`src/rtl/multiport_register_file_pkg.sv`:
```
// Purpose: shared constants and FSM state encoding for the multiport register file.
// Latency: n/a (types and constants only).
// Backpressure: n/a.
package multiport_register_file_pkg;

  // Default geometry used by the CPU top when it does not override the parameters.
  localparam int RF_DEF_WIDTH = 32;
  localparam int RF_DEF_DEPTH = 32;

  // Clear sequencer states.
  typedef enum logic {
    RF_CLEAR = 1'b0,
    RF_READY = 1'b1
  } rf_state_e;

endpackage

```
`src/rtl/multiport_register_file_clear_ctrl.sv`:
```
// Purpose: post-reset clear sequencer; walks every entry once and zeroes it.
// Latency: DEPTH clock edges from reset release to busy=0.
// Backpressure: busy=1 while clearing; the owner must drop writes during that time.
// Ports:
//   clk, reset   rising-edge clock, synchronous active-high reset
//   busy         1 while the clear sequence runs
//   clr_en       1 when the entry at clr_addr must be zeroed at this edge
//   clr_addr     entry being cleared
module multiport_register_file_clear_ctrl
  import multiport_register_file_pkg::*;
#(
  parameter int DEPTH = RF_DEF_DEPTH,
  parameter int AW    = $clog2(RF_DEF_DEPTH)
) (
  input  logic          clk,
  input  logic          reset,
  output logic          busy,
  output logic          clr_en,
  output logic [AW-1:0] clr_addr
);

  rf_state_e     r_state;
  rf_state_e     w_state_nxt;
  logic [AW-1:0] r_cnt;
  logic [AW-1:0] w_cnt_nxt;

  always_ff @(posedge clk) begin
    if (reset) begin
      r_state <= RF_CLEAR;
      r_cnt   <= '0;
    end else begin
      r_state <= w_state_nxt;
      r_cnt   <= w_cnt_nxt;
    end
  end

  always_comb begin
    w_state_nxt = r_state;
    w_cnt_nxt   = r_cnt;
    busy        = 1'b0;
    clr_en      = 1'b0;
    clr_addr    = r_cnt;
    case (r_state)
      RF_CLEAR: begin
        busy = 1'b1;
        // An edge with reset high restarts the walk, so no clear happens on it.
        clr_en    = !reset;
        w_cnt_nxt = r_cnt + 1'b1;
        if (r_cnt == AW'(DEPTH - 1)) begin
          w_state_nxt = RF_READY;
          w_cnt_nxt   = '0;
        end
      end
      RF_READY: begin
        busy = 1'b0;
      end
    endcase
  end

endmodule

```
`src/rtl/multiport_register_file.sv`:
```
// Purpose: DEPTH x WIDTH register file, NUM_RD combinational reads, two sync writes.
// Latency: reads zero-cycle (optional same-cycle write bypass); writes land at the edge.
// Backpressure: none on reads; writes silently dropped while busy (post-reset clear).
// Ports:
//   clk, reset              rising-edge clock, synchronous active-high reset
//   wen0/waddr0/wdata0      write port 0
//   wen1/waddr1/wdata1      write port 1, wins over port 0 on the same address
//   raddr / rdata           packed read ports, port k at [k*AW +: AW] / [k*WIDTH +: WIDTH]
//   busy                    1 while the clear sequence runs
module multiport_register_file
  import multiport_register_file_pkg::*;
#(
  parameter int WIDTH    = RF_DEF_WIDTH,
  parameter int DEPTH    = RF_DEF_DEPTH,
  parameter int NUM_RD   = 2,
  parameter int ZERO_REG = 1,
  parameter int BYPASS   = 1,
  localparam int AW      = $clog2(DEPTH)
) (
  input  logic                    clk,
  input  logic                    reset,
  input  logic                    wen0,
  input  logic [AW-1:0]           waddr0,
  input  logic [WIDTH-1:0]        wdata0,
  input  logic                    wen1,
  input  logic [AW-1:0]           waddr1,
  input  logic [WIDTH-1:0]        wdata1,
  input  logic [NUM_RD*AW-1:0]    raddr,
  output logic [NUM_RD*WIDTH-1:0] rdata,
  output logic                    busy
);

  // When DEPTH is a power of two every address is in range.
  localparam bit POW2 = (DEPTH == (1 << AW));

  logic [WIDTH-1:0] r_mem [DEPTH];

  logic          w_busy;
  logic          w_clr_en;
  logic [AW-1:0] w_clr_addr;
  logic          w_wr0_ok;
  logic          w_wr1_ok;

  // Address is backed by real storage: in range and not the hardwired-zero entry.
  function automatic logic addr_live(input logic [AW-1:0] a);
    logic in_range;
    in_range = POW2 || (int'(a) < DEPTH);
    return in_range && !((ZERO_REG != 0) && (a == '0));
  endfunction

  multiport_register_file_clear_ctrl #(
    .DEPTH (DEPTH),
    .AW    (AW)
  ) u_clear_ctrl (
    .clk      (clk),
    .reset    (reset),
    .busy     (w_busy),
    .clr_en   (w_clr_en),
    .clr_addr (w_clr_addr)
  );

  assign busy = w_busy;

  // Effective write enables; bypass uses the same qualification so a read never
  // forwards data that will not be stored.
  assign w_wr0_ok = wen0 && !w_busy && !reset && addr_live(waddr0);
  assign w_wr1_ok = wen1 && !w_busy && !reset && addr_live(waddr1);

  always_ff @(posedge clk) begin
    if (w_clr_en) begin
      r_mem[w_clr_addr] <= '0;
    end else begin
      if (w_wr0_ok && !(w_wr1_ok && (waddr1 == waddr0))) begin
        r_mem[waddr0] <= wdata0;
      end
      if (w_wr1_ok) begin
        r_mem[waddr1] <= wdata1;
      end
    end
  end

  for (genvar k = 0; k < NUM_RD; k++) begin : g_rd
    logic [AW-1:0]    w_ra;
    logic [WIDTH-1:0] w_rd;

    assign w_ra = raddr[k*AW +: AW];

    always_comb begin
      w_rd = r_mem[w_ra];
      if (BYPASS != 0) begin
        if (w_wr1_ok && (waddr1 == w_ra)) begin
          w_rd = wdata1;
        end else if (w_wr0_ok && (waddr0 == w_ra)) begin
          w_rd = wdata0;
        end
      end
      // Busy, out-of-range and hardwired-zero reads take priority over bypass.
      if (w_busy || !addr_live(w_ra)) begin
        w_rd = '0;
      end
    end

    assign rdata[k*WIDTH +: WIDTH] = w_rd;
  end

endmodule
```
`config.mk`:
```
export PLATFORM = sky130hd
export DESIGN_NAME = multiport_register_file
export DESIGN_NICKNAME = d
export VERILOG_FILES = /design/src/rtl/multiport_register_file_pkg.sv /design/src/rtl/multiport_register_file_clear_ctrl.sv /design/src/rtl/multiport_register_file.sv
export SDC_FILE = /design/constraint.sdc
export NUM_CORES = 2
export LEC_CHECK = 0
export ABC_AREA = 0
export CORE_ASPECT_RATIO = 0.9
export CORE_MARGIN = 4
export CORE_UTILIZATION = 45
export CTS_BUF_LIST = sky130_fd_sc_hd__clkbuf_4 sky130_fd_sc_hd__clkbuf_8
export DETAILED_ROUTE_END_ITERATION = 16
export PLACE_DENSITY = 0.67
export SLEW_MARGIN = 5
export SYNTH_ARGS = -nofsm -noshare
export SYNTH_HDL_FRONTEND = slang
export SYNTH_SLANG_ARGS = --single-unit
```
`constraint.sdc`:
```
create_clock -name clk -period 8.3 [get_ports clk]
set_input_delay 0.83 -clock clk [delete_from_list [all_inputs] [get_ports clk]]
set_output_delay 0.83 -clock clk [all_outputs]
set_load 0.01 [all_outputs]
```
==> results.txt <==
outcome: finished, final reports clean
gr ovfl total: 0
share of cells above drive strength 1: 27.67%
Max FO, Critical Path: 19
Root Buffer: clkbuf_8
max_slew headroom: 5.590%
Post-CTS Setup Inserts: 0
switching fraction of total power: 25.44%
Yosys warning count: 0
TritonRoute pass-1 iters: 6
commonest non-fill, non-tap cell in the layout: edfxtp_1
Crit Path Category: primary input to output pin
drt via density: 6.883
end of the worst register-to-register path: r_mem[7][11]$_DFFE_PP_
global-route wire length before repair: 318.9 mm
Unique masters post-synth: 49
die height: 357.7 um
worst path cell trace: clkdlybuf4s50_1 -> nor4_1 -> a21oi_1 -> a31o_2 -> buf_4 -> o22ai_1 -> o31ai_1 -> clkdlybuf4s50_1
Avg WL per Cell: 33.73 um
Setup TNS Final: 0 ps
clk sinks: 1030
Critical Path Stages: 8
highest-delay cell along the critical path: a31o_2
Max Slew Vio Count: 0
Worst Setup Start Kind: primary input
cell-internal power: 8.512 mW
WHS Endpoint: u_clear_ctrl.clr_addr[3]$_SDFFE_PP0N_
initial antenna violation count: 10
Post-CTS Hold Buffers: 0
core area: 135200 um2
port buffer count: 152
die area: 141800 um2
Clock Path Buffers: 3
vias in the first global route: 44430
MaxCap Viol Count: 0
Final Hold Fails: 0
worst slew pin tran: 1411 ps
part of the power in registers: 49.8%
Final setup viols: 0
# rows: 128
Initial Util: 45.24%
Avg Inst Size Synth: 12.58 um2
top-area cell type share of the netlist area: 50.29%
Seq/Total Area, Yosys: 50.49%
Filler cells: 11530
insertion delay to the later sink of the worst-skew pair: 920 ps
sw power: 2.904 mW
endpoint class of the critical path: output pin
CTS tree: built
post-cts gate resize count: 0
worst clock skew: 50.06 ps
Buf/Inv on CP: 3
drc violations: 0
Worst path top cell family by delay: compound AO/OA/AOI/OAI gates
GRT Total Usage: 31.26%
H-tree levels: 4
Synth Register Bits: 1030
Critical Path AT: 5450 ps
commonest cells after routing, fill and taps aside: edfxtp_1 (1024), nand2_1 (742), o21ai_0 (610)
I/O pin count: 153
post-synthesis cell count: 4861
Routed WL: 225.8 mm
Post-synth ARST share: 0%
Synth area leaders: edfxtp_1 (50%), mux4_2 (14%), mux2_2 (7.1%), o21ai_0 (5.1%), nand2_1 (4.6%)
Overall Power: 11.42 mW
clock-pin slew on the worst setup and hold paths: 70 ps
Static Leak: 24.49 nW
gpl congestion: 0.9001
Final nets: 4809
Worst EP required: 7470 ps
CP peak stage delay: 880 ps
hold depth: 2
hpwl dp: 131.3 mm
clock power share: 42.1%
Worst VDD drop: 0.1741 mV
final period utilization: 75.65%
area delta synth->final: 10.08%
R2R depth: 6
largest net degree at the start of global routing: 103
remaining antenna violation count: 0
Period minus WS final: 6279 ps
Die X-Extent: 396.6 um
Num CTS Buffers: 176
initial DRC count: 7189
PwrDens: 169.6 nW/um2
reg-to-reg slack, setup: 3130 ps
total vias in the final route: 46070
Hold Path Origin: u_clear_ctrl.clr_addr[0]$_SDFFE_PP0N_
leading area contributor after synthesis: edfxtp_1
most frequent CP cell: clkdlybuf4s50_1
Netlist Area Pre-Place: 61140 um2
Comb power frac: 8.1%
Min-Delay Path Class: register to register
Mapped Nets: 4951
Primary FF master, synth: edfxtp_1
Fmax: 159.3 MHz
Reg-to-Reg Start: u_clear_ctrl.r_state$_SDFF_PP0_
RSZ-0062 raised after global routing: false
Post-synth EDFFs: 1024
-- per-layer routing --
layer  global-route usage, %  vias up  part of all wire, %
met2                   46.45     3913                   44
met3                   9.817      699                   15
met1                   41.24    22790                   36
li1                        -    18650                    -
met4                   16.53        6                  5.8
met5                       0        -                0.013
-- layout make-up --
type | instances | area [um2] | share of cell area [%]
tap | 1820 | 2277 | 3.383
sequential | 1030 | 30870 | 45.86
clock buffer | 228 | 2825 | 4.198
multi-input combinational | 3178 | 27800 | 41.30
inverter | 43 | 161.4 | 0.2398
timing repair buffer | 290 | 2620 | 3.893
antenna | 9 | 22.52 | 0.03346
clock inverter | 95 | 730.7 | 1.086
-- cell usage after synthesis, drive strengths merged (64+ instances only) --
| cell type | number |
|---|---|
| a21boi | 64 |
| edfxtp | 1024 |
| o21a | 64 |
| o22ai | 130 |
| clkbuf | 437 |
| mux2 | 386 |
| a22oi | 128 |
| o21ai | 622 |
| mux2i | 264 |
| nand2 | 787 |
| o221ai | 128 |
| o31ai | 64 |
| mux4 | 384 |
| buf | 173 |
-- flip-flops by register name, indices dropped and copies added (netlist names) --
name / count
u_clear_ctrl.r_state: 1
u_clear_ctrl.clr_addr: 5
r_mem: 1024
-- worst max path at each step --
stage                     startpoint                    end  slack, ps
final                      waddr0[0]              rdata[50]       2020
after global routing       waddr0[2]              rdata[51]       1950
after CTS                  waddr0[0]              rdata[50]       2180
after detailed placement   waddr0[0]              rdata[50]       2240
after global placement     waddr0[0]              rdata[50]       2180
after floorplan            waddr1[0]  r_mem[1][0]$_DFFE_PP_       3240
-- per-stage QoR --
stage	cell area [um2]	hold slack, ps	std cells	worst slack (ps)	util [%]
after floorplan	61140	513.0	4861	3245	-
after global placement	63730	540.4	6361	2179	47.15
after detailed placement	63730	557.2	6361	2244	47.15
after CTS	67280	569.8	6684	2181	49.78
after global routing	67300	601.8	6691	1949	49.79
final	67310	581.5	6693	2021	49.79
-- tightest hold or removal path, stage by stage (launching register included) --
cell	delay [ps]
dfxtp_1	370
nand4_1	100
a21oi_1	70
-- power groups by stage --
stage	clock network [mW]	logic (mW)	registers [mW]
floorplan	0	0.551	5.79
global placement	0	0.896	5.79
detailed placement	0	0.901	5.79
CTS	4.80	0.903	5.68
global route	5.05	0.951	5.68
finish	4.81	0.926	5.68
-- logic make-up (layout without fill, tap and decap cells) --
group                      count (synthesis)  after routing  synth area share (%)
xor gates and xnor gates                  25             25                0.3581
other                                      0              9                     0
buffers and inverters                    653            656                 5.005
adders and majority gates                  2              2               0.04092
and+or+nand+nor                          878            878                 5.820
muxes                                   1034           1034                 25.57
AOI/OAI and AO/OA                       1239           1239                 12.72
DFF                                     1030           1030                 50.49
Power figures use the tool's default switching activity.
